[config.mk]
export PLATFORM = sky130hd
export DESIGN_NAME = gpio_irq_flat
export DESIGN_NICKNAME = d
export VERILOG_FILES = /design/src/rtl/gpio_irq_pkg.sv /design/src/rtl/gpio_irq_if.sv /design/src/rtl/gpio_irq_debounce.sv /design/src/rtl/gpio_irq.sv /design/src/flat_wrapper.sv
export SDC_FILE = /design/constraint.sdc
export NUM_CORES = 1
export LEC_CHECK = 0
export CORE_MARGIN = 2
export CORE_UTILIZATION = 45
export DETAILED_ROUTE_END_ITERATION = 16
export PLACE_DENSITY_LB_ADDON = 0.12
export SLEW_MARGIN = 20
export SYNTH_ARGS = -nofsm -noshare
export SYNTH_HDL_FRONTEND = slang
export SYNTH_SLANG_ARGS = --single-unit
[constraint.sdc]
create_clock -name clk -period 1.7 [get_ports clk]
set_input_delay 0.34 -clock clk [delete_from_list [all_inputs] [get_ports clk]]
set_output_delay 0.34 -clock clk [all_outputs]
set_load 0.05 [all_outputs]
[src/rtl/gpio_irq_pkg.sv]
// Shared register map and helpers for the gpio input/interrupt block.
// The gpio port block decodes the same address space, so both agree on these values.
package gpio_irq_pkg;

  typedef enum logic [1:0] {
    REG_LEVEL   = 2'b00,
    REG_RISE_EN = 2'b01,
    REG_FALL_EN = 2'b10,
    REG_PENDING = 2'b11
  } reg_addr_e;

  // gpio output-side registers sharing the address space
  localparam logic [1:0] ADDR_OUT = 2'b00;
  localparam logic [1:0] ADDR_DIR = 2'b01;

  function automatic int cnt_width(input int prescale);
    return (prescale > 1) ? $clog2(prescale) : 1;
  endfunction

endpackage

[src/rtl/gpio_irq_if.sv]
// Register bus between the CPU-side decode and the gpio_irq block.
interface gpio_irq_if #(
  parameter int npins = 16
);
  logic [npins-1:0] data_write;
  logic [1:0]       addr;
  logic             w_strobe;
  logic [npins-1:0] data_read;

  modport master (output data_write, addr, w_strobe, input data_read);
  modport slave  (input data_write, addr, w_strobe, output data_read);
endinterface

[src/rtl/gpio_irq_debounce.sv]
// One input bit: 2-flop synchroniser, tick-sampled history, debounced level
// and single-cycle rise/fall pulses registered alongside the level change.
module gpio_irq_debounce #(
  parameter int DEPTH = 4
) (
  input  logic clk,
  input  logic reset,
  input  logic pin,
  input  logic tick,
  output logic level,
  output logic rise,
  output logic fall
);
  logic             sync_p0;
  logic             sync_p1;
  logic [DEPTH-1:0] hist;
  logic [DEPTH-1:0] hist_next;

  assign hist_next = {hist[DEPTH-2:0], sync_p1};

  always_ff @(posedge clk) begin
    if (reset) begin
      sync_p0 <= 1'b0;
      sync_p1 <= 1'b0;
      hist    <= '0;
      level   <= 1'b0;
      rise    <= 1'b0;
      fall    <= 1'b0;
    end else begin
      sync_p0 <= pin;
      sync_p1 <= sync_p0;
      rise    <= 1'b0;
      fall    <= 1'b0;
      // Decision uses the history including the sample being shifted in now
      if (tick) begin
        hist <= hist_next;
        if (&hist_next && !level) begin
          level <= 1'b1;
          rise  <= 1'b1;
        end else if (~|hist_next && level) begin
          level <= 1'b0;
          fall  <= 1'b1;
        end
      end
    end
  end

endmodule

[src/rtl/gpio_irq.sv]
// GPIO input interrupt block: per-bit debounce, edge enables, W1C pending
// register and a registered level interrupt, behind the gpio register bus.
module gpio_irq
  import gpio_irq_pkg::*;
#(
  parameter int npins    = 16,
  parameter int PRESCALE = 1000,
  parameter int DEPTH    = 4
) (
  input  logic             clk,
  input  logic             reset,
  input  logic [npins-1:0] pins_in,
  gpio_irq_if.slave        bus,
  output logic             irq
);
  localparam int CNT_W = cnt_width(PRESCALE);

  logic [CNT_W-1:0] tick_cnt;
  logic             tick;
  logic [npins-1:0] level;
  logic [npins-1:0] rise;
  logic [npins-1:0] fall;
  logic [npins-1:0] rise_en;
  logic [npins-1:0] fall_en;
  logic [npins-1:0] pending;
  logic [npins-1:0] pend_set;
  logic [npins-1:0] pend_clr;
  logic [npins-1:0] rd_mux;

  assign tick = (tick_cnt == CNT_W'(PRESCALE - 1));

  for (genvar i = 0; i < npins; i++) begin : g_bit
    gpio_irq_debounce #(.DEPTH(DEPTH)) u_debounce (
      .clk   (clk),
      .reset (reset),
      .pin   (pins_in[i]),
      .tick  (tick),
      .level (level[i]),
      .rise  (rise[i]),
      .fall  (fall[i])
    );
  end

  always_comb begin
    pend_set = (rise & rise_en) | (fall & fall_en);
    pend_clr = '0;
    if (bus.w_strobe && bus.addr == REG_PENDING) pend_clr = bus.data_write;
    case (reg_addr_e'(bus.addr))
      REG_LEVEL:   rd_mux = level;
      REG_RISE_EN: rd_mux = rise_en;
      REG_FALL_EN: rd_mux = fall_en;
      REG_PENDING: rd_mux = pending;
      default:     rd_mux = '0;
    endcase
  end

  always_ff @(posedge clk) begin
    if (reset) begin
      tick_cnt      <= '0;
      rise_en       <= '0;
      fall_en       <= '0;
      pending       <= '0;
      irq           <= 1'b0;
      bus.data_read <= '0;
    end else begin
      tick_cnt <= tick ? '0 : tick_cnt + 1'b1;
      if (bus.w_strobe && bus.addr == REG_RISE_EN) rise_en <= bus.data_write;
      if (bus.w_strobe && bus.addr == REG_FALL_EN) fall_en <= bus.data_write;
      // New edges take priority over a same-cycle W1C of the same bit
      pending       <= (pending & ~pend_clr) | pend_set;
      irq           <= |pending;
      bus.data_read <= rd_mux;
    end
  end

endmodule

[src/flat_wrapper.sv]
// flat-port wrapper written by rule: the top's interface ports become plain ports
module gpio_irq_flat import gpio_irq_pkg::*;
#(
  parameter int npins    = 16,
  parameter int PRESCALE = 1000,
  parameter int DEPTH    = 4
)
  (clk, reset, pins_in, irq, bus_data_write, bus_addr, bus_w_strobe, bus_data_read);
  gpio_irq_if #(.npins(npins)) bus_i ();
  input  logic clk;
  input  logic reset;
  input  logic [npins-1:0] pins_in;
  output logic irq;
  input wire logic [$bits(bus_i.data_write)-1:0] bus_data_write;
  input wire logic [$bits(bus_i.addr)-1:0] bus_addr;
  input wire logic [$bits(bus_i.w_strobe)-1:0] bus_w_strobe;
  output wire logic [$bits(bus_i.data_read)-1:0] bus_data_read;
  assign bus_i.data_write = bus_data_write;
  assign bus_i.addr = bus_addr;
  assign bus_i.w_strobe = bus_w_strobe;
  assign bus_data_read = bus_i.data_read;
  gpio_irq #(.npins(npins), .PRESCALE(PRESCALE), .DEPTH(DEPTH)) u_core (.clk(clk), .reset(reset), .pins_in(pins_in), .bus(bus_i), .irq(irq));
endmodule
==> qor.csv <==
stage,metric,value,unit
finish,diodes inserted,0,
place,Buffers on Ports,53,
critical_path,WP data required,2.08,ns
critical_path,Worst EP arrival,2.00,ns
clock_tree,root buffer cell,clkbuf_16,
clock_tree,Worst-Skew Late Latency,0.49,ns
clock_tree,Max clock buf depth,3,
min_path,Hold Path Class,primary input to register,
critical_path,critical path class,register to register,
critical_path,"critical path, cell by cell","and4_1, buf_12, nand3_1, buf_4, a31o_2",
floorplanning,top-level I/O count,54,
power,Sequential Power Share,47.8,%
route,routed via count,6277,
sta,final setup fails,0,
sta,final setup margin,0.07934,ns
place,Final Wtd Congestion,0.8490,
logic_synthesis,cells taking the most area after synthesis,"dfxtp_1 (52%), mux4_2 (4.6%), nand2_1 (3.7%)",
sta,slew at the pin closest to its max-slew limit,0.6123,ns
power,PnR Total Power,0.01019,W
logic_synthesis,post-synth top area share,51.98,%
place,HPWL Detailed,12800,um
logic_synthesis,most frequent cell after synthesis,dfxtp_1,
logic_synthesis,synthesized cell area,0.007819,mm^2
critical_path,WP buf/inv,2,
global_route,vias in the first global route,5934,
clock_tree,CTS Buf Count,22,
power,peak supply drop,627.3,uV
critical_path,CP max-delay cell,dfxtp_1,
logic_synthesis,cell count after synthesis,778,
floorplanning,Site Rows,48,
logic_synthesis,post-synthesis register bit count,203,
power,Switching Fraction,20.73,%
logic_synthesis,"top cells by count, synth","dfxtp_1 (203), nand2_1 (77), nor4_1 (41)",
floorplanning,Horiz. Die Dim,135.8,um
place,dpl ws,-0.07539,ns
power,Static Leak,3.481,nW
global_route,first-pass GRT wire length,30910,um
finish,Area Overhead vs Synth,22.45,%
sta,Clock Skew,0.01397,ns
sta,unrepaired setup endpoints after global routing,false,
sta,"Hold Vio Cnt, Final",0,
global_route,initial antenna violation count,0,
route,post-route antenna net violation count,0,
sta,Final Cycle Share,95.33,%
route,Remaining DRCs,0,
floorplanning,Die ar.,0.01845,mm^2
sta,fmax,617.0,MHz
critical_path,"delay-heaviest family, CP",flip-flops,
logic_synthesis,"Async S/R FF share, synth",0,%
global_route,largest net degree at the start of global routing,43,
clock_tree,TritonCTS clock tree,yes,
route,vias per inst,5.817,
finish,fraction of layout instances using a drive strength above 1,19.32,%
power,Clk pwr share,47.6,%
route,initial DRC count,702,
logic_synthesis,Main synth FF type,dfxtp_1,
critical_path,Crit Reg-Reg Endpoint,u_core.g_bit[3].u_debounce.hist[2],
finish,Final Core Density,55.94,%
floorplanning,CORE AREA,0.01712,mm^2
clock_tree,# clock sinks,203,
global_route,grt total ovfl,0,
sta,relative slew slack,58.80,%
logic_synthesis,"Seq/Total Area, Yosys",51.98,%
critical_path,crit path launch type,register,
min_path,worst hold endpoint,u_core.g_bit[7].u_debounce.sync_p0,
power,Logic pwr share,4.6,%
logic_synthesis,Yosys cell types,47,
sta,crit path time final,1.621,ns
flow_run,Max Cap Viol,0,
clock_tree,htree depth,1,
power,pwr/cell area,1064,mW/mm^2
finish,Nets,877,
critical_path,r2r worst-path depth,5,
route,DRT Wirelength,19120,um
logic_synthesis,"Avg Cell Area, Syn",10.05,um^2
clock_tree,CTS Hold Buffers Added,0,
route,drt pass-1 iters,5,
floorplanning,Die Y,135.8,um
critical_path,Crit path largest cell delay,0.44,ns
finish,Filler Cells Inserted,1529,
critical_path,"setup slack, reg-to-reg",0.08,ns
critical_path,Crit Path Max Fanout,22,
logic_synthesis,leading area contributor after synthesis,dfxtp_1,
logic_synthesis,Post-synth EDFFs,0,
floorplanning,Starting Density,45.68,%
route,drt wl/cell,17.72,um
power,P_int,0.008077,W
global_route,gr usage total,20.77,%
min_path,hold path cells,2,
critical_path,worst r2r src,u_core.tick_cnt[8],
power,switching power,0.002112,W
clock_tree,"Reg clk slew, reported paths",0.06,ns
logic_synthesis,total nets after synthesis,816,
critical_path,CP endpoint kind,register,
status,status,"complete, no violations",
sta,Final Slew Violations,0,
min_path,hold path start,reset,
logic_synthesis,Yosys warning total,0,
[worst max-delay path by stage]
| stage | end | depth (start not counted) | from |
|---|---|---|---|
| after global routing | u_core.tick_cnt[8] | 5 | u_core.tick_cnt[0] |
| final | u_core.g_bit[3].u_debounce.hist[2] | 5 | u_core.tick_cnt[8] |
| after CTS | u_core.g_bit[15].u_debounce.rise | 5 | u_core.tick_cnt[9] |
| after global placement | u_core.bus.data_read[15] | 4 | bus_addr[1] |
| after detailed placement | u_core.bus.data_read[15] | 4 | bus_addr[1] |
| after floorplan | u_core.bus.data_read[11] | 4 | bus_addr[0] |
[routing by layer]
layer	track usage (%)	wire length (um)	up-vias
met5	0	0	-
met4	6.366	274	0
met3	3.468	1297	24
met2	31.17	8218	252
met1	30.66	9328	2993
li1	-	-	3008
[through the flow]
step | hold slack [ns] | instances | area, um^2 | setup TNS, ns
6_report | 0.2101 | 1079 | 9574 | 0
5_1_grt | 0.2056 | 1079 | 9574 | 0
4_1_cts | 0.1999 | 1079 | 9542 | 0
3_5_place_dp | 0.4226 | 1040 | 8780 | -0.2373
3_3_place_gp | 0.4182 | 1040 | 8780 | -0.1800
2_1_floorplan | 0.4138 | 778 | 7819 | 0
[power by group through the flow]
stage | Sequential [W] | Clock [W] | Combinational [W]
after floorplan | 0.00498 | 0 | 0.000230
after global placement | 0.00498 | 0 | 0.000458
after detailed placement | 0.00498 | 0 | 0.000466
after CTS | 0.00487 | 0.00496 | 0.000469
after global routing | 0.00488 | 0.00517 | 0.000504
final | 0.00487 | 0.00485 | 0.000468
[layout by cell type (no fill, tap or decap), types with 17 or more instances in the layout]
cell,instances
a31oi_1,17
clkdlybuf4s50_1,34
nor2b_1,32
a31o_2,26
buf_4,55
nand4_1,34
dfxtp_1,202
a21oi_1,35
nor4_1,40
nor2_1,29
nand2_1,75
clkbuf_16,23
nand2b_1,33
[what timing repair did]
| item | in CTS | in global routing |
|---|---|---|
| setup buffers | 0 | 0 |
| gates resized for setup | 3 | 9 |
| endpoints found under the setup margin | 2 | 33 |
[logic make-up after synthesis]
family | Yosys count | synth area share (%)
AOI/OAI and AO/OA | 127 | 12.50
xor gates and xnor gates | 3 | 0.3361
adders and majority gates | 1 | 0.1600
buffers and inverters | 76 | 4.449
DFF | 203 | 51.98
muxes | 32 | 6.657
and+or+nand+nor | 336 | 23.92
[worst register-to-register path: cells and delay by family (launching register included)]
family,cells,cell delay (ns)
buf+inv,2,0.41
flops,1,0.44
simple gates,2,0.40
compound gates,1,0.26
[state kept, by name, summed over array words and instances (netlist names)]
signal                           cells
u_core.bus.data_read                16
u_core.fall_en                      16
u_core.g_bit.u_debounce.fall        16
u_core.g_bit.u_debounce.hist        48
u_core.g_bit.u_debounce.level       16
u_core.g_bit.u_debounce.rise        16
u_core.g_bit.u_debounce.sync_p0     16
u_core.g_bit.u_debounce.sync_p1     16
u_core.irq                           1
u_core.pending                      16
u_core.rise_en                      16
u_core.tick_cnt                     10
[layout make-up]
cell class	instances	area (um^2)	area share [%]
Clock buffer	30	621.8	6.495
Clock inverter	9	126.4	1.320
Inverter	11	41.29	0.4313
Multi-Input combinational cell	499	3448	36.02
Sequential cell	203	4065	42.46
Tap cell	225	281.5	2.940
Timing Repair Buffer	102	989.7	10.34
Power figures use the tool's default switching activity.
